### config.mk
export PLATFORM = sky130hd
export DESIGN_NAME = uart_rx_deframer
export DESIGN_NICKNAME = d
export VERILOG_FILES = /design/src/rtl/uart_rx_deframer.sv
export SDC_FILE = /design/constraint.sdc
export NUM_CORES = 1
export LEC_CHECK = 0
export ABC_CLOCK_PERIOD_IN_PS = 2200
export BUFFER_PORTS_ARGS = -buffer_cell sky130_fd_sc_hd__buf_2
export CORE_MARGIN = 2
export CORE_UTILIZATION = 32
export CTS_CLUSTER_SIZE = 30
export DETAILED_ROUTE_END_ITERATION = 8
export SLEW_MARGIN = 20
export SYNTH_ARGS = -nofsm -noshare
export SYNTH_HDL_FRONTEND = slang
export SYNTH_SLANG_ARGS = --single-unit
### constraint.sdc
create_clock -name Clk -period 2.2 [get_ports Clk]
set_input_delay 0.44 -clock Clk [delete_from_list [all_inputs] [get_ports Clk]]
set_output_delay 0.44 -clock Clk [all_outputs]
set_load 0.01 [all_outputs]
### src/rtl/uart_rx_deframer.sv
// uart_rx_deframer: 16x oversampling UART receiver with MSB-first data, even parity,
// frame and break detection, delivering each character as a one-cycle Data_Rdy pulse.
module uart_rx_deframer #(
    parameter int SYSCLK_RATE = 100000000,
    parameter int BAUD_RATE   = 9600,
    parameter int DATA_BITS   = 8,
    parameter int PARITY_BIT  = 1,
    parameter int STOP_BITS   = 2
) (
    input  logic                 Clk,
    input  logic                 Rst,
    input  logic                 Rx,
    output logic                 Rx_Busy,
    output logic [DATA_BITS-1:0] Data_Out,
    output logic                 Data_Rdy,
    output logic [2:0]           Rx_Error
);
    localparam int DIV = SYSCLK_RATE / (BAUD_RATE * 16);
    localparam int DW  = DIV > 1 ? $clog2(DIV) : 1;

    typedef enum logic [2:0] {IDLE, START, DATA, PARITY, STOP, WAIT_IDLE} state_t;

    state_t               state_q, state_d;
    logic                 s1_q, rxs_q, rxp_q;
    logic [DW-1:0]        div_q, div_d;
    logic [3:0]           cnt_q, cnt_d, bits_q, bits_d;
    logic [DATA_BITS-1:0] shift_q, shift_d, dout_d;
    logic                 pe_q, pe_d, fe_q, fe_d, allz_q, allz_d, rdy_d;
    logic [2:0]           err_d;
    logic                 tick, samp;

    assign tick    = state_q != IDLE && div_q == DW'(DIV - 1);
    assign samp    = tick && cnt_q == 4'd15;
    assign Rx_Busy = state_q != IDLE;

    always_ff @(posedge Clk or negedge Rst) begin
        if (!Rst) begin
            state_q  <= IDLE;
            s1_q     <= 1'b1;
            rxs_q    <= 1'b1;
            rxp_q    <= 1'b1;
            div_q    <= '0;
            cnt_q    <= '0;
            bits_q   <= '0;
            shift_q  <= '0;
            pe_q     <= 1'b0;
            fe_q     <= 1'b0;
            allz_q   <= 1'b0;
            Data_Out <= '0;
            Data_Rdy <= 1'b0;
            Rx_Error <= '0;
        end else begin
            state_q  <= state_d;
            s1_q     <= Rx;
            rxs_q    <= s1_q;
            rxp_q    <= rxs_q;
            div_q    <= div_d;
            cnt_q    <= cnt_d;
            bits_q   <= bits_d;
            shift_q  <= shift_d;
            pe_q     <= pe_d;
            fe_q     <= fe_d;
            allz_q   <= allz_d;
            Data_Out <= dout_d;
            Data_Rdy <= rdy_d;
            Rx_Error <= err_d;
        end
    end

    always_comb begin
        state_d = state_q;
        div_d   = (state_q == IDLE || tick) ? '0 : div_q + DW'(1);
        cnt_d   = tick ? cnt_q + 4'd1 : cnt_q;
        bits_d  = bits_q;
        shift_d = shift_q;
        pe_d    = pe_q;
        fe_d    = fe_q;
        allz_d  = allz_q;
        rdy_d   = 1'b0;
        dout_d  = Data_Out;
        err_d   = Rx_Error;
        case (state_q)
            IDLE: begin
                cnt_d  = '0;
                bits_d = '0;
                pe_d   = 1'b0;
                fe_d   = 1'b0;
                allz_d = 1'b1;
                if (rxp_q && !rxs_q) state_d = START;
            end
            START: if (tick && cnt_q == 4'd7) begin
                cnt_d   = '0;
                state_d = rxs_q ? IDLE : DATA;
            end
            DATA: if (samp) begin
                shift_d = (shift_q << 1) | DATA_BITS'(rxs_q);
                allz_d  = allz_q & ~rxs_q;
                bits_d  = bits_q + 4'd1;
                if (bits_q == 4'(DATA_BITS - 1)) begin
                    bits_d  = '0;
                    state_d = PARITY_BIT != 0 ? PARITY : STOP;
                end
            end
            PARITY: if (samp) begin
                pe_d    = rxs_q ^ (^shift_q);
                allz_d  = allz_q & ~rxs_q;
                state_d = STOP;
            end
            STOP: if (samp) begin
                fe_d   = fe_q | ~rxs_q;
                allz_d = allz_q & ~rxs_q;
                bits_d = bits_q + 4'd1;
                // a fully-zero character is a break and masks parity/frame reporting
                if (bits_q == 4'(STOP_BITS - 1)) begin
                    rdy_d   = 1'b1;
                    dout_d  = allz_d ? '0 : shift_q;
                    err_d   = allz_d ? 3'b001 : {fe_d, pe_q, 1'b0};
                    state_d = rxs_q ? IDLE : WAIT_IDLE;
                end
            end
            WAIT_IDLE: if (rxs_q) state_d = IDLE;
            default: state_d = IDLE;
        endcase
    end
endmodule

Word level (Yosys, flattened, before mapping)
Index checks and enable logic that the tools add are counted.
W data, S select, Z words.
- output and inout bits: 13
- flip-flop bits (word level): 47
- word-level logic and storage cells: 92
- input port bits: 3
- reduce and logical (&&, ||, !) cells: 21
- mux-type cells: 30
- $add $sub $neg: 3
- equal/unequal tests: 19
- bitwise logic cells: 5
- operator list (operator ; count):
    $mux W3 ; 10
    $mux W4 ; 5
    $pmux W3 S6 ; 1
    $ne A2 B2 Y1 const B ; 7
    $pmux W4 S3 ; 1
    $add A10 B1 Y10 const B ; 1
    $eq A10 B10 Y1 const B ; 1
    $mux W10 ; 1
    $add A4 B1 Y4 const B ; 2
    $eq A4 B3 Y1 const B ; 2
    $mux W8 ; 1
    $or A8 B1 Y8 ; 1
    $pmux W4 S2 ; 1
    $reduce_and A2 Y1 ; 4
    $reduce_and A8 Y1 ; 1
    $reduce_xor A8 Y1 ; 1
    $eq A3 B2 Y1 const B ; 2
    $eq A3 B3 Y1 const B ; 2
    $mux W1 ; 6
    $pmux W1 S2 ; 3
    $reduce_and A3 Y1 ; 2
    $reduce_bool A2 Y1 ; 3
    $reduce_bool A3 Y1 ; 2
    $eq A4 B1 Y1 const B ; 1
    13 further kinds ; 17

Logic depth before layout (Yosys ltp)
Gate-level depths: netlist (run 1).
- depth in word-level cells: 5
- gate-level depth with buffers: 8
- depth with buffers taken out: 7

Least setup slack after synthesis (run 1)
Ideal clock, no wire load.
- kind: reg-to-reg
- from: reg div_q[0]
- to: reg shift_q[0]
- period minus slack after synthesis: 1.932 ns
- cell stages (with the launch flop): 8
- setup slack: 0.268 ns
- setup time: 0.127 ns
- path buffers: 1
- data arrival time: 1.805 ns
- required time: 2.073 ns
- cell sequence: dfrtp_1 -> inv_1 -> ha_1 -> nand4b_1 -> nor4_4 -> and3_1 -> buf_4 -> mux2_1
- longest elaborated chain between the ends: 4
- ends and longest elaborated chain (item ; RTL line ; source):
    from (decl) ; 25 ; logic [DW-1:0] div_q, div_d;
    from (signal assigned) ; 57 ; div_q <= div_d;
    $eq A10 B10 Y1 ; 32 ; assign tick = state_q != IDLE && div_q == DW'(DIV - 1);
    $logic_and A1 B1 Y1 ; 32 ;
    $logic_and A1 B1 Y1 ; 33 ; assign samp = tick && cnt_q == 4'd15;
    $reduce_and A2 Y1 (no source line) ; - ;
    to (signal assigned) ; 60 ; shift_q <= shift_d;
    to (decl) ; 27 ; logic [DATA_BITS-1:0] shift_q, shift_d, dout_d;
No other way between the ends.
A chain may end at the register's enable or synchronous reset.

Worst setup path after layout (run 1)
- from: reg div_q[2]
- to: reg Rx_Error[2]
- longest elaborated chain between the ends: 4
- ends and longest elaborated chain (item ; RTL line ; source):
    $eq A10 B10 Y1 ; 32 ;
    $logic_and A1 B1 Y1 ; 32 ;
    $logic_and A1 B1 Y1 ; 33 ;
    $reduce_and A3 Y1 (no source line) ; - ;
    to (signal assigned) ; 66 ; Rx_Error <= err_d;
    to (decl) ; 16 ; output logic [2:0] Rx_Error
No other way between the ends.

==> results of run 1 <==
-- synthesized netlist by cell type (all sizes together), types with 2 or more instances --
cell    count
inv         6
nor4        2
nand2b      3
clkbuf      6
ha          5
dfrtp      44
nor2       18
nor3        4
a21oi      11
a31oi       3
and3        4
o22ai       4
nand3       8
dfstp       3
nand2      32
buf         4
xnor2      13
o31ai       4
o21a        2
o21ai      22
mux2        8
xor2        5
-- layout make-up --
| cell class | count | area [um2] |
|---|---|---|
| clock buffers | 5 | 68.8 |
| flip-flops and latches | 47 | 1180 |
| inverters | 6 | 22.5 |
| clock inverters | 3 | 47.5 |
| well taps | 96 | 120 |
| repair buffers | 20 | 116 |
| fillers | 707 | 4260 |
| multi-input cells | 164 | 1020 |
-- sequential cells by signal, summed over array words and instances, names as in the netlist, 3 cells and up --
signal and flops:
div_q 10, state_q 3, bits_q 4, cnt_q 4, Data_Out 8, Rx_Error 3, shift_q 8
-- path summary, 6_finish.rpt --
path                                from           to  slack (ns)  depth (start not counted)
worst max register to register  div_q[2]  Rx_Error[2]        0.22                          7
worst min-delay path                 Rst     div_q[5]        0.22                          2
worst min register to register      s1_q        rxs_q        0.36                          0
min in group Clk                      Rx         s1_q        0.23                          1
max in group asynchronous            Rst    bits_q[3]        1.58                          2
worst max-delay path            div_q[2]  Rx_Error[2]        0.22                          7
-- per-layer routing --
| layer | up-vias | part of all wire | track usage |
|---|---|---|---|
| met2 | 34 | 0.43 | 0.174 |
| li1 | 819 | - | - |
| met3 | 5 | 0.043 | 0.0308 |
| met4 | 0 | 0.011 | 0.0331 |
| met1 | 756 | 0.52 | 0.162 |
| met5 | - | 0 | 0 |
-- timing repair --
action / CTS / global route
endpoints found under the setup margin: 0 / 13
resized for setup: 0 / 2
hold endpoints to repair: 0 / 0
buffers inserted: 0 / 0
-- kinds of logic (layout without fill, tap and decap cells) --
family | count (synthesis) | count (layout) | share of synthesized area
buf+inv | 16 | 34 | 0.0325
simple gates | 82 | 82 | 0.180
mux | 9 | 9 | 0.0441
compound gates | 50 | 50 | 0.127
flops | 47 | 47 | 0.520
xor+xnor | 18 | 18 | 0.0695
fa+ha+maj | 5 | 5 | 0.0276
-- cell usage in the layout, fill, tap and decap left out, types with 2 or more instances in the layout --
master / count
dfrtp_1: 44
nand2_1: 32
nor2_1: 18
buf_2: 15
o21ai_0: 14
xnor2_1: 13
a21oi_1: 11
nand3_1: 8
o21ai_1: 8
mux2_1: 8
inv_1: 6
xor2_1: 5
ha_1: 5
clkbuf_8: 5
o22ai_1: 4
o31ai_1: 4
buf_4: 4
nand2b_1: 3
and3_1: 3
a31oi_1: 3
nor3_1: 3
dfstp_2: 3
o21a_1: 2
-- through the flow --
stage / area [um2] / setup slack (ns) / total power, mW / instances
after floorplan: 2270 / 0.268 / 1.16 / 227
after global placement: 2450 / 0.213 / 1.22 / 333
after detailed placement: 2450 / 0.162 / 1.22 / 333
after CTS: 2570 / 0.161 / 1.88 / 341
after global routing: 2570 / 0.0256 / 1.96 / 341
final: 2570 / 0.219 / 1.85 / 341
-- critical path, stage by stage (launching register included) --
cell and delay [ns]:
dfrtp_1 0.43, or3b_4 0.44, nor4_4 0.29, buf_6 0.19
nand4_1 0.12, buf_4 0.24, nand2_1 0.07, o21ai_0 0.07
-- power by group through the flow --
stage / Clock, mW / Sequential (mW) / Combinational [mW]
2_1_floorplan: 0 / 0.998 / 0.161
3_3_place_gp: 0 / 1.01 / 0.204
3_5_place_dp: 0 / 1.01 / 0.209
4_1_cts: 0.674 / 0.996 / 0.211
5_1_grt: 0.709 / 1.01 / 0.239
6_report: 0.646 / 0.995 / 0.206
==> flow_metrics.tcl, run 1 <==
set metrics [dict create \
    fp.dieH_um 88.2 \
    core_area_um2 6830 \
    finalCoreUtilization 0.377 \
    pwr-share-clk 0.350 \
    cp-end-kind "flip-flop" \
    cts_root_buf "clkbuf_8" \
    power.switching_mw 0.480 \
    ir_drop_mv 0.381 \
    synth_area_um2 2270 \
    drv_cap 0 \
    fin_crit_ns 1.98 \
    grt_overflow 0 \
    initial_core_util 0.332 \
    p_leak_nw 1.17 \
    nNetsFinal 252 \
    synth_area_per_cell_um2 10.0 \
    critical_path_class "flip-flop to flip-flop" \
    fmaxAchievable_mhz 505 \
    status "complete, no violations" \
    track_usage 0.115 \
    synth.top_cell.area_share 0.485 \
    cp_max_fo 23 \
    vias 1614 \
    cellPowerDensity_nw_per_um2 718 \
    setup_viol 0 \
    synth.distinct_cells 43 \
    synth_top_flop_cell "dfrtp_1" \
    synth_area_leader_cell "dfrtp_1" \
    grt_pass1_wl_um 7090 \
    synthesis.instances 227 \
    clock-sinks 47 \
    slew_viol_final 0 \
    cts.path.max_buffers 2 \
    grt_max_degree 48 \
    dieWidth_um 88.2 \
    combPwrFrac 0.112 \
    holdCritPathClass "primary input to async pin" \
    insertion_delay_ns 0.30 \
    cts-buffers-inserted 5 \
    fp.dieArea_um2 7780 \
    yosysWarningCount 0 \
    synth_fp_nets 235 \
    cts-htree-levels 2 \
    drive_above_1_share 0.147 \
    io_buffers 15 \
    antenna_found_initial 0 \
    cts_hold_buf 0 \
    synth_area_leaders "dfrtp_1 (49%), nand2_1 (5.3%), xnor2_1 (5.0%)" \
    fin_hold_ws_ns 0.217 \
    crit_required_ns 2.38 \
    worstMarginPinSlew_ns 0.585 \
    synth-edff-count 0 \
    min_period_over_period 0.900 \
    design.portCount 16 \
    slew_headroom 0.610 \
    rsz0062_at_grt "no" \
    diodes 0 \
    drcViolationCount 0 \
    cts_tree "built" \
    std_cell_rows 30 \
    drtIter0Drc 99 \
    dr.pass1.iters 4 \
    start_kind "flip-flop" \
    path_clk_slew_ns 0.09 \
    post_drt_wl_per_cell_um 11.4 \
    ys_seq_area_frac 0.520 \
    place_hpwl_um 2740 \
    ant_nets 0 \
    seq_power_share 0.539 \
    gp_routability_congestion 0.767 \
    cp.arrival_ns 2.16 \
    area_growth_pct 13.3 \
    grt_pass1_vias 1530 \
    wirelength_um 3870 \
    hold_viol_final 0 \
    skew_ns 0.0132 \
    synth-async-reset-ratio 1.00 \
    ys_seq_elements 47 \
    setup_tns_ns 0 \
    viasPerCell 4.73 \
    switching_share 0.260 \
    internal-power_mw 1.37 \
]
No activity file was read; power rests on OpenSTA's default activity.
==> inputs of run 2 (changes only) <==
- CTS_BUF_LIST: not set -> sky130_fd_sc_hd__clkbuf_16
- GPL_ROUTABILITY_DRIVEN: not set -> 1
==> run 2 against run 1 <==
Effect of this change:
- hold slack improved by 0.014 ns
- die area unchanged
- via count shrank 0.56%
- routed wire length rose by 1.2%
- utilization grew 0.82 points
- power rose by 13%
- combinational power about the same
- register-to-register slack about the same
- critical path depth is the same
- global-route usage is 0.18 points higher
- largest power group unchanged
- highest routed layer unchanged
==> flow_metrics.tcl, run 2 (synthesized netlist as in run 1, its figures left out) <==
set metrics [dict create \
    drive_above_1_share 0.147 \
    stdcell_count 341 \
    grt_max_degree 48 \
    placed_cells 333 \
    largest_reg_flops 10 \
    dieWidth_um 88.2 \
    cts-buffers-inserted 5 \
    grt_pass1_wl_um 7090 \
    ant_nets 0 \
    post-place-ws_ns 0.162 \
    slew_viol_final 0 \
    cp_max_fo 23 \
    setup_tns_ns 0 \
    fillers 699 \
    viasPerCell 4.71 \
    gp_routability_congestion 0.767 \
    area_growth_pct 15.8 \
    track_usage 0.117 \
    start_kind "flip-flop" \
    initial_core_util 0.332 \
    finalCoreUtilization 0.385 \
    drv_cap 0 \
    wirelength_um 3920 \
    vias 1605 \
    grt_overflow 0 \
    final_common_cell "dfrtp_1" \
    nNetsFinal 252 \
    grt_pass1_vias 1535 \
    min_period_over_period 0.905 \
    core_area_um2 6830 \
    cp-end-kind "flip-flop" \
    std_cell_rows 30 \
    post_drt_wl_per_cell_um 11.5 \
    drtIter0Drc 91 \
    cp.arrival_ns 2.16 \
    cellPowerDensity_nw_per_um2 792 \
    worstMarginPinSlew_ns 0.584 \
    place_hpwl_um 2740 \
    setup_slack_ns 0.209 \
    cts_tree "built" \
    largest_registers "div_q (10), Data_Out (8), shift_q (8)" \
    slew_headroom 0.611 \
    dr.pass1.iters 4 \
    path_clk_slew_ns 0.06 \
    insertion_delay_ns 0.29 \
    critical_path_class "flip-flop to flip-flop" \
    setup_viol 0 \
    drcViolationCount 0 \
    cts-htree-levels 2 \
    ir_drop_mv 0.508 \
    design.portCount 16 \
    status "complete, no violations" \
    cts_root_buf "clkbuf_16" \
    skew_ns 0.00513 \
    largest_register "div_q" \
    fmaxAchievable_mhz 502 \
    cts.path.max_buffers 2 \
    rsz0062_at_grt "no" \
    antenna_found_initial 0 \
    fin_crit_ns 1.99 \
    clock-sinks 47 \
    holdCritPathClass "primary input to async pin" \
    diodes 0 \
    io_buffers 15 \
    mostFrequentLayoutCells "dfrtp_1 (44), nand2_1 (32), nor2_1 (18)" \
    fp.dieArea_um2 7780 \
    p_leak_nw 1.20 \
    hold_viol_final 0 \
    fin_hold_ws_ns 0.231 \
    fp.dieH_um 88.2 \
    crit_required_ns 2.36 \
]
[run 2: cell counts in the layout (fill, tap and decap cells not counted)]
No cell type changed its count.
[run 2: through the flow]
step | total power [mW] | instance area (um2)
CTS | 2.12 | 2620
detailed placement | 1.22 | 2450
floorplan | 1.16 | 2270
finish | 2.08 | 2630
global route | 2.19 | 2630
global placement | 1.22 | 2450
[run 2: power by group]
group / total (mW) / internal (mW) / switching, mW
Clock: 0.876 / 0.542 / 0.335
Sequential: 0.997 / 0.930 / 0.0668
Combinational: 0.208 / 0.0936 / 0.114
Total: 2.08 / 1.57 / 0.515
[run 2: worst paths after layout]
kind / to / slack, ns / from / depth (start not counted)
hold / removal: div_q[6] / 0.23 / Rst / 2
setup reg to reg: Rx_Error[2] / 0.21 / div_q[2] / 7
hold reg to reg: rxs_q / 0.36 / s1_q / 0
max in group asynchronous: Data_Out[5] / 1.58 / Rst / 2
min in group Clk: s1_q / 0.24 / Rx / 1
setup / recovery: Rx_Error[2] / 0.21 / div_q[2] / 7
[run 2: what timing repair did]
action	4_1_cts	5_1_grt
setup endpoints to repair	0	14
gates resized for setup	0	2
hold buffers	0	0
setup buffers	0	0
[run 2: worst max-delay path, stage by stage, from the launching register on]
cell	delay, ns
dfrtp_1	0.42
or3b_4	0.44
nor4_4	0.29
buf_6	0.19
nand4_1	0.12
buf_4	0.24
nand2_1	0.07
o21ai_0	0.08
[run 2: area by class of cell]
type	count	area, um2	area share
clock buffers	5	125	0.0476
flip-flops and latches	47	1180	0.449
inverters	6	22.5	0.00857
repair buffers	20	116	0.0443
well taps	96	120	0.0457
multi-input cells	164	1020	0.387
clock inverters	3	47.5	0.0181
[run 2: layer usage]
metal  track usage  vias up  wire length [um]
met4        0.0455        0                44
li1              -      819                 -
met2         0.177       29              1650
met1         0.160      749              2060
met3        0.0308        8               175
met5             0        -                 0
==> inputs of run 3 (changes only) <==
- CAP_MARGIN: not set -> 20
- CORE_UTILIZATION: 32 -> 47
==> run 3 against run 2 <==
Effect of this change:
- critical endpoint is now Rx_Busy
- first-iteration DRC count shrank 7.7%
- hold slack gained 0.011 ns
- critical path type is now flip-flop to output port
- highest routed layer unchanged
- sequential cell count stayed put
- setup slack worse by 0.063 ns
==> flow_metrics.tcl, run 3 (synthesized netlist as in run 1, its figures left out) <==
set metrics [dict create \
    largest_register "div_q" \
    worstMarginPinSlew_ns 0.571 \
    std_cell_rows 25 \
    antenna_found_initial 0 \
    io_buffers 15 \
    p_leak_nw 1.20 \
    setup_tns_ns 0 \
    stdcell_count 300 \
    drv_cap 0 \
    dr.pass1.iters 4 \
    diodes 0 \
    min_period_over_period 0.934 \
    path_clk_slew_ns 0.06 \
    place_hpwl_um 2760 \
    core_area_um2 4690 \
    rsz0062_at_grt "no" \
    gp_routability_congestion 0.820 \
    placed_cells 291 \
    cp_max_fo 14 \
    crit_required_ns 1.76 \
    largest_reg_flops 10 \
    insertion_delay_ns 0.28 \
    grt_max_degree 48 \
    ant_nets 0 \
    initial_core_util 0.484 \
    cts-htree-levels 2 \
    cellPowerDensity_nw_per_um2 830 \
    cts_hold_buf 0 \
    final_common_cell "dfrtp_1" \
    ir_drop_mv 0.374 \
    finalCoreUtilization 0.554 \
    nNetsFinal 253 \
    drcViolationCount 0 \
    area_growth_pct 14.6 \
    fillers 432 \
    fin_crit_ns 2.05 \
    cts_tree "built" \
    track_usage 0.166 \
    setup_slack_ns 0.146 \
    holdCritPathClass "primary input to async pin" \
    ff_latch_area_um2 1180 \
    skew_ns 0.00770 \
    cp.arrival_ns 1.61 \
    post_drt_wl_per_cell_um 13.4 \
    slew_viol_final 0 \
    grt_pass1_wl_um 6860 \
    design.portCount 16 \
    cts-buffers-inserted 5 \
    critical_path_class "flip-flop to output port" \
    dieWidth_um 73.5 \
    fin_hold_ws_ns 0.242 \
    cts.path.max_buffers 2 \
    drive_above_1_share 0.150 \
    start_kind "flip-flop" \
    fp.dieH_um 73.5 \
    vias 1607 \
    slew_headroom 0.620 \
    multi_input_area_um2 1020 \
    largest_registers "div_q (10), Data_Out (8), shift_q (8)" \
    grt_overflow 0 \
    cp-end-kind "output port" \
    clock-sinks 47 \
    fp.dieArea_um2 5400 \
    mostFrequentLayoutCells "dfrtp_1 (44), nand2_1 (32), nor2_1 (18)" \
    drtIter0Drc 84 \
    viasPerCell 5.36 \
    wirelength_um 4020 \
    cts_root_buf "clkbuf_16" \
    grt_pass1_vias 1456 \
    status "complete, no violations" \
    fmaxAchievable_mhz 487 \
    post-place-ws_ns 0.116 \
    setup_viol 0 \
    hold_viol_final 0 \
]
run 3: path summary, 6_finish.rpt:
| path | start | to | slack (ns) | cells past startpoint |
|---|---|---|---|---|
| worst max-delay path | state_q[1] | Rx_Busy | 0.15 | 3 |
| worst min-delay path | Rst | div_q[7] | 0.24 | 2 |
| worst max register to register | div_q[0] | Rx_Error[0] | 0.16 | 9 |
| worst min register to register | s1_q | rxs_q | 0.35 | 0 |
| max in group asynchronous | Rst | s1_q | 1.57 | 2 |
| min in group Clk | Rx | s1_q | 0.26 | 1 |
run 3: layout make-up:
class / count / share of cell area
sequential: 47 / 0.454
multi-input combinational: 164 / 0.391
clock buffer: 5 / 0.0481
timing repair buffer: 21 / 0.0462
clock inverter: 3 / 0.0260
tap: 54 / 0.0260
inverter: 6 / 0.00866
run 3: metal layers:
layer	part of all wire	global-route usage
met1	0.52	0.243
met3	0.037	0.0453
met4	0.0072	0.0545
met2	0.44	0.238
met5	0	0
run 3: power breakdown:
part           internal (mW)  total, mW  switching [mW]
logic                 0.0933      0.201           0.108
registers              0.930       1.00          0.0731
clock network          0.650      0.953           0.303
run 3: per-stage QoR:
| stage | instance area, um2 | power (mW) |
|---|---|---|
| floorplan | 2270 | 1.16 |
| global placement | 2400 | 1.22 |
| detailed placement | 2400 | 1.22 |
| CTS | 2590 | 2.19 |
| global route | 2600 | 2.27 |
| finish | 2600 | 2.16 |
run 3: what timing repair did:
item / 4_1_cts / 5_1_grt
gates resized for setup: 0 / 1
endpoints found under the setup margin: 0 / 11
setup buffers: 0 / 1
run 3: worst max-delay path, cell delays in order, from the launching register on:
cell     delay (ns)
dfrtp_1        0.52
nor2_1         0.44
nand2_1        0.19
buf_2          0.18
